==> config.mk <==
export PLATFORM = sky130hd
export DESIGN_NAME = secuenciador_estado_flat
export DESIGN_NICKNAME = d
export VERILOG_FILES = /design/src/rtl/secuenciador_estado_if.sv /design/src/rtl/secuenciador_estado.sv /design/src/flat_wrapper.sv
export SDC_FILE = /design/constraint.sdc
export NUM_CORES = 1
export LEC_CHECK = 0
export ABC_AREA = 0
export CAP_MARGIN = 20
export CORE_MARGIN = 10
export CORE_UTILIZATION = 30
export DETAILED_ROUTE_END_ITERATION = 8
export SLEW_MARGIN = 20
export SYNTH_ARGS = -nofsm -noshare
export SYNTH_HDL_FRONTEND = slang
export SYNTH_SLANG_ARGS = --single-unit
==> constraint.sdc <==
create_clock -name CLK -period 2.1 [get_ports CLK]
set_input_delay 0.63 -clock CLK [delete_from_list [all_inputs] [get_ports CLK]]
set_output_delay 0.63 -clock CLK [all_outputs]
set_load 0.005 [all_outputs]
==> src/rtl/secuenciador_estado_if.sv <==
// Handshake and status bundle for the state sequencer.
//   master : drives START/ABORT/ACK, observes the status outputs
//   slave  : the sequencer itself; samples requests, drives the status
//   START, ABORT, ACK         requests towards the sequencer
//   ESTADO[2:0]               registered state code (feeds ESTADO_DEC.IN)
//   ACTIVO, BUSY, DONE        combinational decodes of ESTADO
//   CUENTA[CW-1:0]            registered dwell counter
interface secuenciador_estado_if #(
   parameter int unsigned CW = 4
);

   logic          START;
   logic          ABORT;
   logic          ACK;
   logic [2:0]    ESTADO;
   logic          ACTIVO;
   logic          BUSY;
   logic          DONE;
   logic [CW-1:0] CUENTA;

   modport master (
      output START, ABORT, ACK,
      input  ESTADO, ACTIVO, BUSY, DONE, CUENTA
   );

   modport slave (
      input  START, ABORT, ACK,
      output ESTADO, ACTIVO, BUSY, DONE, CUENTA
   );

endinterface

==> src/rtl/secuenciador_estado.sv <==
// Timed sequencing FSM producing the 3-bit state code consumed by ESTADO_DEC.
// Walks IDLE -> ARM -> WAIT(T_WAIT cycles) -> START -> RUN(T_RUN cycles) -> DONE,
// returning to IDLE on ACK (in DONE), on ABORT (any state), or from an
// illegal code (6/7).
//   CLK    system clock, rising edge
//   RESET  synchronous, active-low reset
//   bus    slave side of secuenciador_estado_if (requests in, status out)
module secuenciador_estado #(
   parameter int unsigned T_WAIT = 4,
   parameter int unsigned T_RUN  = 8,
   parameter int unsigned CW     = 4
) (
   input  logic                 CLK,
   input  logic                 RESET,
   secuenciador_estado_if.slave bus
);

   // Terminal counts, truncated to CW bits so T = 2^CW wraps to all-ones.
   localparam logic [CW-1:0] WAIT_LAST = CW'(T_WAIT - 1);
   localparam logic [CW-1:0] RUN_LAST  = CW'(T_RUN - 1);

   typedef enum logic [2:0] {
      S_IDLE  = 3'd0,
      S_ARM   = 3'd1,
      S_WAIT  = 3'd2,
      S_START = 3'd3,
      S_RUN   = 3'd4,
      S_DONE  = 3'd5
   } state_t;

   logic [2:0]    estado_q;
   logic [CW-1:0] cuenta_q;
   state_t        state_cur;
   state_t        state_next;
   logic [CW-1:0] cuenta_next;

   // Raw register kept as plain bits so codes 6/7 remain representable.
   assign state_cur = state_t'(estado_q);

   // State and counter registers.
   always_ff @(posedge CLK) begin
      if (!RESET) begin
         estado_q <= 3'd0;
         cuenta_q <= '0;
      end else begin
         estado_q <= 3'(state_next);
         cuenta_q <= cuenta_next;
      end
   end

   // Next-state and next-count logic; ABORT overrides the normal transition.
   always_comb begin
      state_next  = S_IDLE;
      cuenta_next = '0;

      case (state_cur)
         S_IDLE: begin
            state_next = bus.START ? S_ARM : S_IDLE;
         end
         S_ARM: begin
            state_next = S_WAIT;
         end
         S_WAIT: begin
            if (cuenta_q == WAIT_LAST) begin
               state_next = S_START;
            end else begin
               state_next  = S_WAIT;
               cuenta_next = cuenta_q + CW'(1);
            end
         end
         S_START: begin
            state_next = S_RUN;
         end
         S_RUN: begin
            if (cuenta_q == RUN_LAST) begin
               state_next = S_DONE;
            end else begin
               state_next  = S_RUN;
               cuenta_next = cuenta_q + CW'(1);
            end
         end
         S_DONE: begin
            state_next = bus.ACK ? S_IDLE : S_DONE;
         end
         default: begin
            state_next = S_IDLE;
         end
      endcase

      // In IDLE this also suppresses a simultaneous START.
      if (bus.ABORT) begin
         state_next  = S_IDLE;
         cuenta_next = '0;
      end
   end

   // Status decodes; ACTIVO mirrors ESTADO_DEC, including codes 6/7.
   assign bus.ESTADO = estado_q;
   assign bus.CUENTA = cuenta_q;
   assign bus.ACTIVO = (estado_q >= 3'd3);
   assign bus.BUSY   = (estado_q != 3'd0);
   assign bus.DONE   = (estado_q == 3'(S_DONE));

endmodule
==> src/flat_wrapper.sv <==
// flat-port wrapper written by rule: the top's interface ports become plain ports
module secuenciador_estado_flat 
#(
   parameter int unsigned T_WAIT = 4,
   parameter int unsigned T_RUN  = 8,
   parameter int unsigned CW     = 4
)
  (CLK, RESET, bus_START, bus_ABORT, bus_ACK, bus_ESTADO, bus_ACTIVO, bus_BUSY, bus_DONE, bus_CUENTA);
  secuenciador_estado_if #(.CW(CW)) bus_i ();
  input  logic CLK;
  input  logic RESET;
  input wire logic [$bits(bus_i.START)-1:0] bus_START;
  input wire logic [$bits(bus_i.ABORT)-1:0] bus_ABORT;
  input wire logic [$bits(bus_i.ACK)-1:0] bus_ACK;
  output wire logic [$bits(bus_i.ESTADO)-1:0] bus_ESTADO;
  output wire logic [$bits(bus_i.ACTIVO)-1:0] bus_ACTIVO;
  output wire logic [$bits(bus_i.BUSY)-1:0] bus_BUSY;
  output wire logic [$bits(bus_i.DONE)-1:0] bus_DONE;
  output wire logic [$bits(bus_i.CUENTA)-1:0] bus_CUENTA;
  assign bus_i.START = bus_START;
  assign bus_i.ABORT = bus_ABORT;
  assign bus_i.ACK = bus_ACK;
  assign bus_ESTADO = bus_i.ESTADO;
  assign bus_ACTIVO = bus_i.ACTIVO;
  assign bus_BUSY = bus_i.BUSY;
  assign bus_DONE = bus_i.DONE;
  assign bus_CUENTA = bus_i.CUENTA;
  secuenciador_estado #(.T_WAIT(T_WAIT), .T_RUN(T_RUN), .CW(CW)) u_core (.CLK(CLK), .RESET(RESET), .bus(bus_i));
endmodule
==> impl_metrics.py, run 1 <==
metrics = {
    "route": {
        "via_per_inst": 4.87,
        "post_drt_wl_per_cell_microns": 12.1,
        "drtAntennaViolNets": 0,
        "routed-via-count": 385,
        "drc": 0,
        "drt-pass1-iter-count": 4,
        "first_iter_violations": 8,
        "finalWirelength_microns": 953,
    },
    "synthesis": {
        "syn_area_sq_um": 400,
        "synth_seq_cells": 7,
        "yosysWarnings": 0,
        "yosysSeqAreaShare_pct": 35.0,
        "ys_types": 25,
        "syn_avg_cell_area_sq_um": 9.10,
        "synthesis.nets": 50,
        "syn_inst": 44,
    },
    "power_and_ir_drop": {
        "ir_drop_v": 0.000181,
        "finalPower_w": 0.000286,
        "power_density_nw_per_um2": 471,
        "total_leakage_power_nw": 0.226,
    },
    "sta": {
        "grt_setup_unrepaired": "false",
        "max_freq_mhz": 492,
        "relSlewSlack_pct": 82.7,
        "worst_pin_slew_ps": 259,
        "fin_skew_ps": 6.20,
        "maxSlewViolCount": 0,
        "hold_viol": 0,
        "setup_violations": 0,
        "min_period_over_period_pct": 96.7,
        "setup-tns-final_ps": 0,
        "period_minus_slack_ps": 2030,
    },
    "die": {
        "die_x_microns": 56.5,
        "fp.dieH_microns": 56.5,
        "core_sq_um": 1280,
        "rows": 13,
        "start_util_pct": 31.2,
        "die_area_sq_um": 3200,
        "pin_count": 15,
    },
    "worst_setup_path": {
        "path_cells": "buf_4 -> a21o_2 -> clkdlybuf4s50_1",
        "crit_slowest_cell": "clkdlybuf4s50_1",
        "crit_buf_inv": 2,
        "path_class": "reg2out",
        "critPathLaunchType": "flop",
        "critPathTopFamily": "buffers and inverters",
        "critPathRequiredTime_ps": 1470,
        "cp.depth": 3,
        "arrival_ps": 1400,
        "path_max_fanout": 8,
        "critPathMaxStageDelay_ps": 490,
        "cp-end-kind": "output pin",
        "reg2reg_depth": 4,
    },
    "global_routing": {
        "grt_start_max_net_pins": 13,
        "track_usage_pct": 6.44,
        "grt_antenna_before_repair": 0,
        "grt_pass1_wl_microns": 1670,
        "grt_pass1_vias": 366,
        "grt_overflow_total": 0,
    },
    "clocking": {
        "clockBufferDepth": 2,
        "htreeDepth": 1,
        "cts_tree": "built",
        "cts_made_buffers": 3,
        "cts_hold_buf": 0,
        "clk_root_buffer_cell": "clkbuf_4",
        "clk_pin_slew_ps": 50,
        "clk_latency_ps": 250,
        "clkSinkCount": 7,
    },
    "min_path": {
        "worstHoldPathType": "reg2reg",
        "whs_path_depth": 1,
    },
    "cells_and_area": {
        "diodes": 0,
        "fin_util_pct": 47.2,
        "stdcell_count": 79,
        "nets": 71,
        "drive_gt1_share_pct": 20.3,
        "syn_to_final_growth_pct": 51.6,
        "fill_cells": 123,
        "post-route-cell-area_sq_um": 607,
    },
    "placed_design": {
        "dp_hpwl_microns": 733,
        "dpl.cell_count": 74,
        "gp_congestion": 0.695,
        "placed_cell_area_sq_um": 569,
        "io_buffers": 14,
    },
    "outcome": {
        "run_status": "complete, no violations",
    },
    "run": {
        "maxCapViolCount": 0,
    },
}
==> repair_timing <==
action	4_1_cts	5_1_grt
resized for setup	2	1
endpoints found under the setup margin	2	1
setup buffers	0	1
hold endpoints to repair	0	0
==> cell usage in the layout, fill, tap and decap left out, drive strengths merged <==
cell type,count
a21o,2
buf,5
nand2b,2
o21ai,1
nor4b,1
or3,1
xor2,1
ha,1
nand3b,3
nor2,3
xnor2,3
nor3,3
a21oi,4
clkbuf,4
nand2,1
inv,1
clkdlybuf4s50,13
or3b,1
and3b,1
nand3,1
dlygate4sd2,1
nor3b,3
a2111o,1
dfxtp,7
==> synthesized netlist by cell type <==
library cell	count	area [sq um]
a2111o_1	1	11.3
a21o_1	1	7.51
a21o_2	1	8.76
a21oi_1	4	20.0
and3b_1	1	8.76
buf_2	1	5.00
buf_6	1	11.3
clkbuf_1	1	3.75
dfxtp_1	7	140
ha_1	1	12.5
inv_1	1	3.75
nand2_1	1	3.75
nand2b_1	2	12.5
nand3_1	1	5.00
nand3b_1	3	22.5
nor2_1	3	11.3
nor3_1	1	5.00
nor3_2	2	20.0
nor3b_1	3	22.5
nor4b_1	1	8.76
o21ai_0	1	5.00
or3_2	1	7.51
or3b_1	1	8.76
xnor2_1	3	26.3
xor2_1	1	8.76
==> worst paths after layout <==
check | start | to | slack, ps
worst min register to register | u_core.bus.CUENTA[0]$_SDFF_PP0_ | u_core.bus.CUENTA[0]$_SDFF_PP0_ | 490
worst max register to register | u_core.bus.CUENTA[0]$_SDFF_PP0_ | u_core.bus.CUENTA[3]$_SDFF_PP0_ | 640
worst min-delay path | u_core.bus.CUENTA[0]$_SDFF_PP0_ | u_core.bus.CUENTA[0]$_SDFF_PP0_ | 490
worst max-delay path | u_core.bus.ESTADO[0]$_SDFF_PP0_ | bus_ACTIVO | 70
==> worst reg2reg max path: stages (launching register included) <==
cell and delay, ps:
dfxtp_1 340, ha_1 250, nor3b_1 150, a2111o_1 480, nor3_2 180
==> through the flow <==
stage / setup WS, ps / hold WS [ps]
floorplan: 506 / 482
global placement: 246 / 485
detailed placement: 239 / 486
CTS: 29.4 / 494
global route: 10.4 / 506
finish: 68.3 / 491
==> registers in the layout, indices dropped and copies added (netlist names) <==
name / count
u_core.bus.CUENTA: 4
u_core.bus.ESTADO: 3
==> cell type report <==
class / count / area [sq um] / area share (%)
clock buffer: 4 / 26.3 / 4.33
inverter: 1 / 3.75 / 0.619
multi-input combinational: 33 / 236 / 39.0
sequential: 7 / 141 / 23.3
tap: 15 / 18.8 / 3.09
timing repair buffer: 19 / 180 / 29.7
==> kinds of logic after synthesis <==
logic type	Yosys count	synth area share (%)
adder cells (fa/ha/maj)	1	3.12
AO/OA/AOI/OAI	8	13.1
AND/OR/NAND/NOR	20	34.1
XOR/XNOR	4	8.75
buffers and inverters	4	5.93
flip-flops	7	35.0
==> metal layers <==
metal,vias to the layer above,global-route usage [%],part of all wire [%]
li1,193,-,-
met1,172,7.32,44
met2,20,8.62,44
met3,0,2.70,13
met4,0,6.19,0
met5,-,0,0
==> power breakdown <==
part	internal, W	switching, W
clock network	0.0000724	0.0000482
registers	0.000135	0.00000219
logic	0.0000188	0.00000950
total	0.000226	0.0000599
Power figures use the tool's default switching activity.
==> run 2: changes to the inputs <==
--- a/config.mk
+++ b/config.mk
@@ -10,6 +10,8 @@
 export CORE_MARGIN = 10
 export CORE_UTILIZATION = 30
 export DETAILED_ROUTE_END_ITERATION = 8
+export GPL_TIMING_DRIVEN = 0
+export RECOVER_POWER = 100
 export SLEW_MARGIN = 20
 export SYNTH_ARGS = -nofsm -noshare
 export SYNTH_HDL_FRONTEND = slang
==> impl_metrics.py, run 2 (same netlist as run 1, synthesis figures left out) <==
metrics = {
    "sta": {
        "hold_viol": 0,
        "grt_setup_unrepaired": "false",
        "worst_pin_slew_ps": 241,
        "setup-tns-final_ps": 0,
        "finalWorstSetupSlack_ps": 95.0,
        "relSlewSlack_pct": 83.9,
        "max_freq_mhz": 499,
        "fin_skew_ps": 1.17,
        "period_minus_slack_ps": 2010,
        "min_period_over_period_pct": 95.5,
        "maxSlewViolCount": 0,
        "setup_violations": 0,
    },
    "cells_and_area": {
        "drive_gt1_share_pct": 16.4,
        "nets": 68,
        "stdcell_count": 76,
        "seqCellArea_sq_um": 143,
        "syn_to_final_growth_pct": 42.8,
        "diodes": 0,
        "largest_register_ffs": 4,
        "final_cell_mix": "dlygate4sd3_1, dfxtp_1, a21oi_1, clkdlybuf4s50_1",
        "multi_input_area_sq_um": 226,
        "mostFrequentLayoutCell": "dlygate4sd3_1",
        "fill_cells": 136,
    },
    "placed_design": {
        "preCtsSetupSlack_ps": 21.5,
        "dpl.cell_count": 73,
        "io_buffers": 14,
        "gp_congestion": 0.684,
        "dp_hpwl_microns": 721,
    },
    "worst_setup_path": {
        "r2r_start": "u_core.bus.CUENTA[0]$_SDFF_PP0_",
        "crit_end": "bus_DONE",
        "crit_buf_inv": 2,
        "r2r-end": "u_core.bus.CUENTA[3]$_SDFF_PP0_",
        "critPathMaxStageDelay_ps": 510,
        "path_cells": "inv_1 -> nor2_1 -> clkdlybuf4s50_1",
        "path_class": "reg2out",
        "crit_slowest_cell": "clkdlybuf4s50_1",
        "critPathRequiredTime_ps": 1470,
        "path_max_fanout": 13,
        "cp-end-kind": "output pin",
        "reg2reg_slack_ps": 650,
        "critPathTopFamily": "buffers and inverters",
        "cp.depth": 3,
        "critPathLaunchType": "flop",
        "reg2reg_depth": 4,
        "crit_start": "u_core.bus.ESTADO[0]$_SDFF_PP0_",
        "arrival_ps": 1380,
    },
    "die": {
        "start_util_pct": 31.2,
        "rows": 13,
        "core_sq_um": 1280,
        "die_x_microns": 56.5,
        "die_area_sq_um": 3200,
        "pin_count": 15,
        "fp.dieH_microns": 56.5,
    },
    "global_routing": {
        "grt_overflow_total": 0,
        "grt_antenna_before_repair": 0,
        "track_usage_pct": 6.27,
        "grt_start_max_net_pins": 14,
        "grt_pass1_vias": 346,
        "grt_pass1_wl_microns": 1570,
    },
    "clocking": {
        "htreeDepth": 1,
        "cts_tree": "built",
        "clk_root_buffer_cell": "clkbuf_4",
        "post_cts_buffers": 0,
        "clk_pin_slew_ps": 50,
        "clockBufferDepth": 2,
        "clk_latency_ps": 250,
        "clkSinkCount": 7,
        "cts_made_buffers": 3,
    },
    "power_and_ir_drop": {
        "combinationalPowerShare_pct": 8.2,
        "swShare_pct": 20.6,
        "p_seq_share_pct": 49.3,
        "power_density_nw_per_um2": 489,
        "ir_drop_v": 0.000230,
        "clkPwrFrac_pct": 42.5,
        "p_sw_w": 0.0000575,
        "finalPower_w": 0.000280,
        "total_leakage_power_nw": 0.232,
        "internal-power_w": 0.000222,
    },
    "route": {
        "drc": 0,
        "post_drt_wl_per_cell_microns": 11.9,
        "drtAntennaViolNets": 0,
        "via_per_inst": 4.89,
        "first_iter_violations": 4,
        "finalWirelength_microns": 907,
        "drt-pass1-iter-count": 2,
        "routed-via-count": 372,
    },
    "min_path": {
        "worstHoldPathType": "reg2reg",
        "whs_path_depth": 1,
    },
    "run": {
        "maxCapViolCount": 0,
    },
    "outcome": {
        "run_status": "complete, no violations",
    },
}
run 2: cell types whose count changed in the layout (fill, tap and decap cells not counted):
| cell | delta |
|---|---|
| dlygate4sd3_1 | +9 |
| nor3_2 | -2 |
| dfxtp_2 | +1 |
| buf_4 | -3 |
| clkdlybuf4s50_1 | -9 |
| clkbuf_2 | +1 |
| dfxtp_1 | -1 |
| nor3_1 | +2 |
| dlygate4sd2_1 | -1 |
run 2: metrics by stage:
stage,utilization [%],hold slack [ps],area [sq um]
2_1_floorplan,-,482,400
3_3_place_gp,43.5,488,559
3_5_place_dp,43.5,499,559
4_1_cts,45.7,506,587
5_1_grt,44.5,546,572
6_report,44.5,493,572
run 2: layout make-up:
cell class | instances | area share (%)
multi-input combinational | 33 | 39.6
sequential | 7 | 24.9
timing repair buffer | 14 | 23.6
clock buffer | 4 | 4.60
buffer | 2 | 3.28
tap | 15 | 3.28
inverter | 1 | 0.656
run 2: worst min path at each step:
| stage | to | start | slack, ps |
|---|---|---|---|
| 6_report | u_core.bus.CUENTA[0]$_SDFF_PP0_ | u_core.bus.CUENTA[0]$_SDFF_PP0_ | 490 |
| 5_1_grt | u_core.bus.CUENTA[0]$_SDFF_PP0_ | u_core.bus.CUENTA[0]$_SDFF_PP0_ | 550 |
| 4_1_cts | u_core.bus.CUENTA[0]$_SDFF_PP0_ | u_core.bus.CUENTA[0]$_SDFF_PP0_ | 510 |
| 3_5_place_dp | u_core.bus.CUENTA[0]$_SDFF_PP0_ | u_core.bus.CUENTA[0]$_SDFF_PP0_ | 500 |
| 3_3_place_gp | u_core.bus.CUENTA[0]$_SDFF_PP0_ | u_core.bus.CUENTA[0]$_SDFF_PP0_ | 490 |
| 2_1_floorplan | u_core.bus.CUENTA[0]$_SDFF_PP0_ | u_core.bus.CUENTA[0]$_SDFF_PP0_ | 480 |
run 2: timing repair:
action / in CTS / in global routing
hold buffers: 0 / 0
gates resized for setup: 5 / 1
setup endpoints to repair: 3 / 1
run 2: power by group through the flow:
| stage | logic [W] | clock network, W | registers, W |
|---|---|---|---|
| finish | 0.0000229 | 0.000119 | 0.000138 |
| global route | 0.0000256 | 0.000136 | 0.000138 |
| CTS | 0.0000251 | 0.000125 | 0.000138 |
| detailed placement | 0.0000281 | 0 | 0.000139 |
| global placement | 0.0000283 | 0 | 0.000139 |
| floorplan | 0.0000131 | 0 | 0.000139 |
run 2: per-layer routing:
| metal | track usage, % | vias to the layer above | part of all wire (%) | wire (microns) |
|---|---|---|---|---|
| li1 | - | 193 | - | - |
| met1 | 6.72 | 163 | 46 | 419 |
| met2 | 7.99 | 14 | 41 | 372 |
| met3 | 3.82 | 2 | 9.4 | 85 |
| met4 | 6.19 | 0 | 3.2 | 29 |
| met5 | 0 | - | 0 | 0 |
